<file path="config.mk">
export PLATFORM = sky130hd
export DESIGN_NAME = instr_encoder
export DESIGN_NICKNAME = d
export VERILOG_FILES = /design/src/rtl/instr_encoder.sv
export SDC_FILE = /design/constraint.sdc
export NUM_CORES = 1
export LEC_CHECK = 0
export CAP_MARGIN = 30
export CORE_UTILIZATION = 40
export DETAILED_ROUTE_END_ITERATION = 10
export PLACE_DENSITY = 0.7
export SYNTH_ARGS = -nofsm -noshare
export SYNTH_HDL_FRONTEND = slang
export SYNTH_SLANG_ARGS = --single-unit
</file>
<file path="constraint.sdc">
create_clock -name clk -period 2.4 [get_ports clk]
set_input_delay 0.72 -clock clk [delete_from_list [all_inputs] [get_ports clk]]
set_output_delay 0.72 -clock clk [all_outputs]
set_load 0.1 [all_outputs]
</file>
<file path="src/rtl/instr_encoder.sv">
// RV32 instruction encoder: packs decoded fields and an immediate into an instruction word,
// registered into a 2-entry valid/ready output buffer. Optional macro: INSTR_ENC_RANGE_CHK_EN.
module instr_encoder #(
    parameter int DEPTH = 2
) (
    input  logic        clk,
    input  logic        rst_n,
    input  logic        in_valid,
    output logic        in_ready,
    input  logic [2:0]  imm_sel,
    input  logic [31:0] imm_in,
    input  logic [6:0]  opcode,
    input  logic [4:0]  rd,
    input  logic [4:0]  rs1,
    input  logic [4:0]  rs2,
    input  logic [2:0]  funct3,
    input  logic [6:0]  funct7,
    output logic        out_valid,
    input  logic        out_ready,
    output logic [31:0] instr_out,
    output logic        err_out
);

    localparam logic [2:0] IMM_NONE = 3'b000;
    localparam logic [2:0] IMM_I    = 3'b001;
    localparam logic [2:0] IMM_S    = 3'b010;
    localparam logic [2:0] IMM_B    = 3'b011;
    localparam logic [2:0] IMM_U    = 3'b100;
    localparam logic [2:0] IMM_J    = 3'b101;
    localparam logic [2:0] IMM_CSR  = 3'b110;

    // The pointer and count widths below assume exactly two entries.
    generate
        if (DEPTH != 2) begin : g_bad_depth
            $error("instr_encoder: DEPTH must be 2");
        end
    endgenerate

    logic [31:0] w_instr;
    logic        w_rsvd_err;
    logic        w_range_err;
    logic        w_err;
    logic        w_push;
    logic        w_pop;

    logic [32:0] r_mem [0:DEPTH-1];
    logic        r_wptr;
    logic        r_rptr;
    logic [1:0]  r_count;

    always_comb begin
        w_instr    = 32'h0000_0000;
        w_rsvd_err = 1'b0;
        unique case (imm_sel)
            IMM_NONE: w_instr = {funct7, rs2, rs1, funct3, rd, opcode};
            IMM_I:    w_instr = {imm_in[11:0], rs1, funct3, rd, opcode};
            IMM_S:    w_instr = {imm_in[11:5], rs2, rs1, funct3, imm_in[4:0], opcode};
            IMM_B:    w_instr = {imm_in[12], imm_in[10:5], rs2, rs1, funct3,
                                 imm_in[4:1], imm_in[11], opcode};
            IMM_U:    w_instr = {imm_in[31:12], rd, opcode};
            IMM_J:    w_instr = {imm_in[20], imm_in[10:1], imm_in[11], imm_in[19:12],
                                 rd, opcode};
            // CSR address is {funct7, rs2}; the 5-bit zimm occupies the rs1 slot.
            IMM_CSR:  w_instr = {funct7, rs2, imm_in[4:0], funct3, rd, opcode};
            default:  w_rsvd_err = 1'b1;
        endcase
    end

`ifdef INSTR_ENC_RANGE_CHK_EN
    always_comb begin
        w_range_err = 1'b0;
        unique case (imm_sel)
            IMM_I, IMM_S: w_range_err = !((&imm_in[31:11]) || !(|imm_in[31:11]));
            IMM_B:        w_range_err = !((&imm_in[31:12]) || !(|imm_in[31:12])) || imm_in[0];
            IMM_J:        w_range_err = !((&imm_in[31:20]) || !(|imm_in[31:20])) || imm_in[0];
            IMM_U:        w_range_err = |imm_in[11:0];
            IMM_CSR:      w_range_err = |imm_in[31:5];
            default:      w_range_err = 1'b0;
        endcase
    end
`else
    assign w_range_err = 1'b0;
`endif

    assign w_err = w_rsvd_err | w_range_err;

    assign in_ready  = (r_count != 2'd2);
    assign out_valid = (r_count != 2'd0);
    assign w_push    = in_valid && in_ready;
    assign w_pop     = out_valid && out_ready;

    // Storage needs no reset; the outputs are masked whenever the buffer is empty.
    always_ff @(posedge clk) begin
        if (w_push) begin
            r_mem[r_wptr] <= {w_err, w_instr};
        end
    end

    always_ff @(posedge clk) begin
        if (!rst_n) begin
            r_wptr  <= 1'b0;
            r_rptr  <= 1'b0;
            r_count <= 2'd0;
        end else begin
            if (w_push) begin
                r_wptr <= ~r_wptr;
            end
            if (w_pop) begin
                r_rptr <= ~r_rptr;
            end
            unique case ({w_push, w_pop})
                2'b10:   r_count <= r_count + 2'd1;
                2'b01:   r_count <= r_count - 2'd1;
                default: r_count <= r_count;
            endcase
        end
    end

    assign instr_out = out_valid ? r_mem[r_rptr][31:0] : 32'h0000_0000;
    assign err_out   = out_valid ? r_mem[r_rptr][32]   : 1'b0;

endmodule

</file>
# After elaboration in Yosys (flattened, before gate mapping)
# Memory sizes are Yosys's and may differ from the RTL's. A register that Yosys moved wholly into a read port is not among the register bits.
# Index checks and enable logic that the tools add are counted.
[op_classes] n_addsub=2 n_eq_ne=9 n_mux=9 bitwise=2 n_reduce_logical=6
[op_table] operator="$pmux 32 s7" n=1
[op_table] operator="$mux 32" n=1
[op_table] operator="$eq 3x3->1 const B" n=3
[op_table] operator="$reduce_or 7->1" n=1
[op_table] operator="$eq 3x2->1 const B" n=2
[op_table] operator="$mux 1" n=6
[op_table] operator="$pmux 2 s2" n=1
[op_table] operator="$reduce_bool 2->1" n=2
[op_table] operator="$eq 3x1->1 const B" n=1
[op_table] operator="$logic_not 3->1" n=1
[op_table] operator="$add 2x1->2 const B" n=1
[op_table] operator="$eq 2x1->1 const B" n=1
[op_table] operator="$eq 2x2->1 const B" n=1
[op_table] operator="$logic_and 1x1->1" n=2
[op_table] operator="$ne 2x2->1 const B" n=1
[op_table] operator="$not 1->1" n=2
[op_table] operator="$sub 2x1->2 const B" n=1
[totals] ff_bits=4 ram_bits=66 input_bits=71 out_inout_bits=35 elab_cells=32 n_memories=1
[mem_list] memory="r_mem" words=2 word_bits=33 rd=1 rd_clocked_by_memory_dff=1 wr=1 line="46" text="logic [32:0] r_mem [0:DEPTH-1];"

# Depth between registers and ports, before layout
# Gate-level depths: netlist (run 1).
[logic_depth] depth_word=4 depth_mapped=6 depth_no_buf=6

# Least setup slack after synthesis (run 1)
# No wires, ideal clock.
[synth_path] path_kind="flip-flop to output port" start="register (tool-made name)" end="output instr_out[10]" arrival_ns=1.990 required_ns=1.680 path_slack_ns=-0.310 path_stages_with_launch=5 cell_sequence="dfxtp_1 -> buf_2 -> buf_4 -> mux2i_1 -> nor2_1"
[synth_lines] element="end, declared" line="20" text="output logic [31:0] instr_out,"

==> metrics, run 1 <==
Highest Clock Rate 440 MHz; final setup violation count 0; post-synth cell types 34; switch share 48.5%; GR peak layer met2; Placed Cells 473; DP HPWL 5.68 mm; outcome complete, no violations; xor/xnor share of the synthesized area 0.765%; met2 Use GR 32.9%; sequential share of power 22.2%; Peak VDD IR 857 uV; die area 8960 um2; Synth Area in Compound Gates 10.3%; vias in the first global route 2519; top area cells in the synthesized netlist edfxtp_1 58%, mux2i_1 9.9%, nor2_1 5.0%, mux2_2 3.0%, dfxtp_1 2.9%; drt pass-1 iters 4; Worst EP required 1.68 ns; Critical Path End Type output port; Post-CTS Hold Buffers 0; DRT iter0 DRCs 120; relative slew slack 70.4%; combinational power share 64.5%; final worst-path cycle share 94.7%; largest area contributor in the netlist edfxtp_1; Top FF cell, synth edfxtp_1; io pins 106; initial core utilization 41.6%; DR vias/cell 5.16; adder-cell area share of the yosys netlist 0.364%; total power 0.00752 W; power per cell area 1410 nW/um2; area fraction of the dominant cell type after synthesis 57.7%; Post-Synthesis Net Count 340; delay-heaviest family, CP buffers and inverters; EDFF count, synth 66; diode count 0; Setup Crit Path Kind flip-flop to output port; Yosys reg bits 71; post-CTS setup buffers 0; final net count 451; initial antenna violation count 0; Worst Max-Slew Pin Slew 0.441 ns; total negative slack 0 ns; antenna viol nets, final 0; area growth from synthesis to layout 54.8%; GRT Util Overall 19.0%; die span in x 94.7 um; RSZ-0062 raised after global routing false; input/output buffers 105; core region area 8260 um2; cell count after synthesis 268; Die Ht 94.7 um; portion of netlist area occupied by mux cells 12.9%; TritonCTS Buffers 9; Ys Warns 0; CTS H-tree lvls 3; Reg clk slew, reported paths 0.07 ns; met3 usage 4.43%; Post-synth top cells 66 x edfxtp_1, 46 x nor2_1, 34 x mux2i_1; via count 2518; Slew Limit Fails 0; switching pwr 0.00365 W; Hold Path Class flip-flop to flip-flop; share of layout cells above drive strength 1 29.5%; MaxCap Viol Count 0; Pint 0.00387 W; ys async rst share 0%; clock share of power 13.4%; most frequent cell after synthesis edfxtp_1; clk sinks 71; Setup Skew 0.00725 ns; Crit path top cell by count buf_12; pin count of the biggest net entering global routing 35; Leakage Power 1.87 nW; row count 33; clk buf depth 2; Avg WL per Cell 16.1 um; filler instances 625; non-filler cells, final 488; crit-path max FO 33; largest stage delay on the critical path 0.34 ns; post-cts sizing count 0; final weighted congestion in routability-driven placement 0.811; Post-Syn Area 3430 um2; Simple-Gate Fraction of Synth Area 11.5%; TritonCTS clock tree done; Synth Area per Inst 12.8 um2; GRT Residual Overflow 0; Routed WL 7.85 mm; Startpoint Class flip-flop; CP cell instances buf_12 > mux2i_1 > nor2_2 > buf_12; Seq/Total Area, Yosys 60.6%; Critical Path AT 1.55 ns; Crit-path slowest cell dfxtp_2; DRC 0; Fin. Hold Viols 0; Buf/Inv on CP 2; first-pass GRT wire length 12.4 mm; Worst-Skew Late Latency 0.35 ns; GR Util met1 21.5%; largest family of logic cells by synthesized area multiplexers; Root Driver clkbuf_8; Period minus WS final 2.27 ns
final cells by class:
type                       instances  area, um2  area share, %
clock buffer                       9        124           2.33
clock inverter                     6       86.3           1.62
inverter                           7       26.3          0.494
multi-input combinational        175       1330           24.9
sequential                        71       2080           39.2
tap                              105        131           2.47
timing repair buffer             115       1540           29.0
power groups by stage:
| stage | Sequential (W) | Clock (W) | Combinational [W] |
|---|---|---|---|
| 2_1_floorplan | 0.00167 | 0 | 0.00315 |
| 3_3_place_gp | 0.00168 | 0 | 0.00486 |
| 3_5_place_dp | 0.00169 | 0 | 0.00489 |
| 4_1_cts | 0.00167 | 0.00102 | 0.00489 |
| 5_1_grt | 0.00168 | 0.00107 | 0.00502 |
| 6_report | 0.00167 | 0.00101 | 0.00485 |
routing by layer:
layer	wire, um	vias to the layer above
met3	550	15
met2	4110	100
met5	0	-
li1	-	1222
met4	194	0
met1	2990	1181
flip-flops by register name, indices dropped and copies added, names as in the netlist, named ones only:
name	cells
r_count	2
r_wptr	1
r_rptr	1
r_mem	66
layout by cell type, fill, tap and decap left out, drive strengths merged, types with 3 or more instances in the layout:
| cell type | synthesis | final |
|---|---|---|
| a21oi | 9 | 9 |
| a221oi | 4 | 4 |
| a22o | 7 | 7 |
| and2 | 11 | 11 |
| buf | 15 | 45 |
| clkbuf | 0 | 9 |
| clkdlybuf4s50 | 0 | 70 |
| clkinv | 0 | 4 |
| dfxtp | 5 | 5 |
| edfxtp | 66 | 66 |
| inv | 7 | 7 |
| mux2 | 9 | 9 |
| mux2i | 34 | 34 |
| nand2 | 3 | 3 |
| nand2b | 3 | 3 |
| nor2 | 47 | 47 |
| nor2b | 3 | 3 |
| nor3 | 4 | 4 |
| nor3b | 6 | 6 |
| o21ai | 9 | 9 |
| o221a | 5 | 5 |
| o2bb2ai | 7 | 7 |
| xnor2 | 3 | 3 |
worst min-delay path: cells and delay by family (launching register included):
kind | cells | cell delay [ns]
DFF | 1 | 0.33
and+or+nand+nor | 1 | 0.12
AOI/OAI and AO/OA | 1 | 0.07
final timing paths:
check | start | endpoint | slack, ns | cells past startpoint
setup / recovery | flip-flop | instr_out[31] | 0.13 | 4
hold reg to reg | r_wptr | r_wptr | 0.56 | 2
hold / removal | r_wptr | r_wptr | 0.56 | 2
setup reg to reg | r_count[0] | r_count[1] | 0.73 | 5
cells by family after synthesis:
kind of cell / Yosys count
AND/OR/NAND/NOR: 81
XOR/XNOR: 3
adder cells (fa/ha/maj): 1
buffers and inverters: 22
AO/OA/AOI/OAI: 47
flip-flops: 71
multiplexers: 43
metrics by stage:
stage / setup WS, ns / util [%] / hold WS [ns] / instance area (um2)
2_1_floorplan: 0.124 / - / 0.492 / 3520
3_3_place_gp: 0.0909 / 61.8 / 0.542 / 5100
3_5_place_dp: 0.0656 / 61.8 / 0.562 / 5100
4_1_cts: 0.100 / 64.4 / 0.573 / 5320
5_1_grt: 0.0455 / 64.4 / 0.599 / 5320
6_report: 0.127 / 64.4 / 0.564 / 5320
(Power assumes the default switching activity.)
==> run 2: changes to the inputs <==
--- a/config.mk
+++ b/config.mk
@@ -7,6 +7,7 @@
 export LEC_CHECK = 0
 export CAP_MARGIN = 30
 export CORE_UTILIZATION = 40
+export CTS_CLUSTER_DIAMETER = 50
 export DETAILED_ROUTE_END_ITERATION = 10
 export PLACE_DENSITY = 0.7
 export SYNTH_ARGS = -nofsm -noshare
==> results of run 2 <==
Same layout as run 1: the final DEF is identical, and so are final timing and power.
==> run 3: changes to the inputs <==
--- a/config.mk
+++ b/config.mk
@@ -5,7 +5,7 @@
 export SDC_FILE = /design/constraint.sdc
 export NUM_CORES = 1
 export LEC_CHECK = 0
-export CAP_MARGIN = 30
+export CAP_MARGIN = 20
 export CORE_UTILIZATION = 40
 export CTS_CLUSTER_DIAMETER = 50
 export DETAILED_ROUTE_END_ITERATION = 10
==> results of run 3 <==
Same layout as run 1: the final DEF is identical, and so are final timing and power.
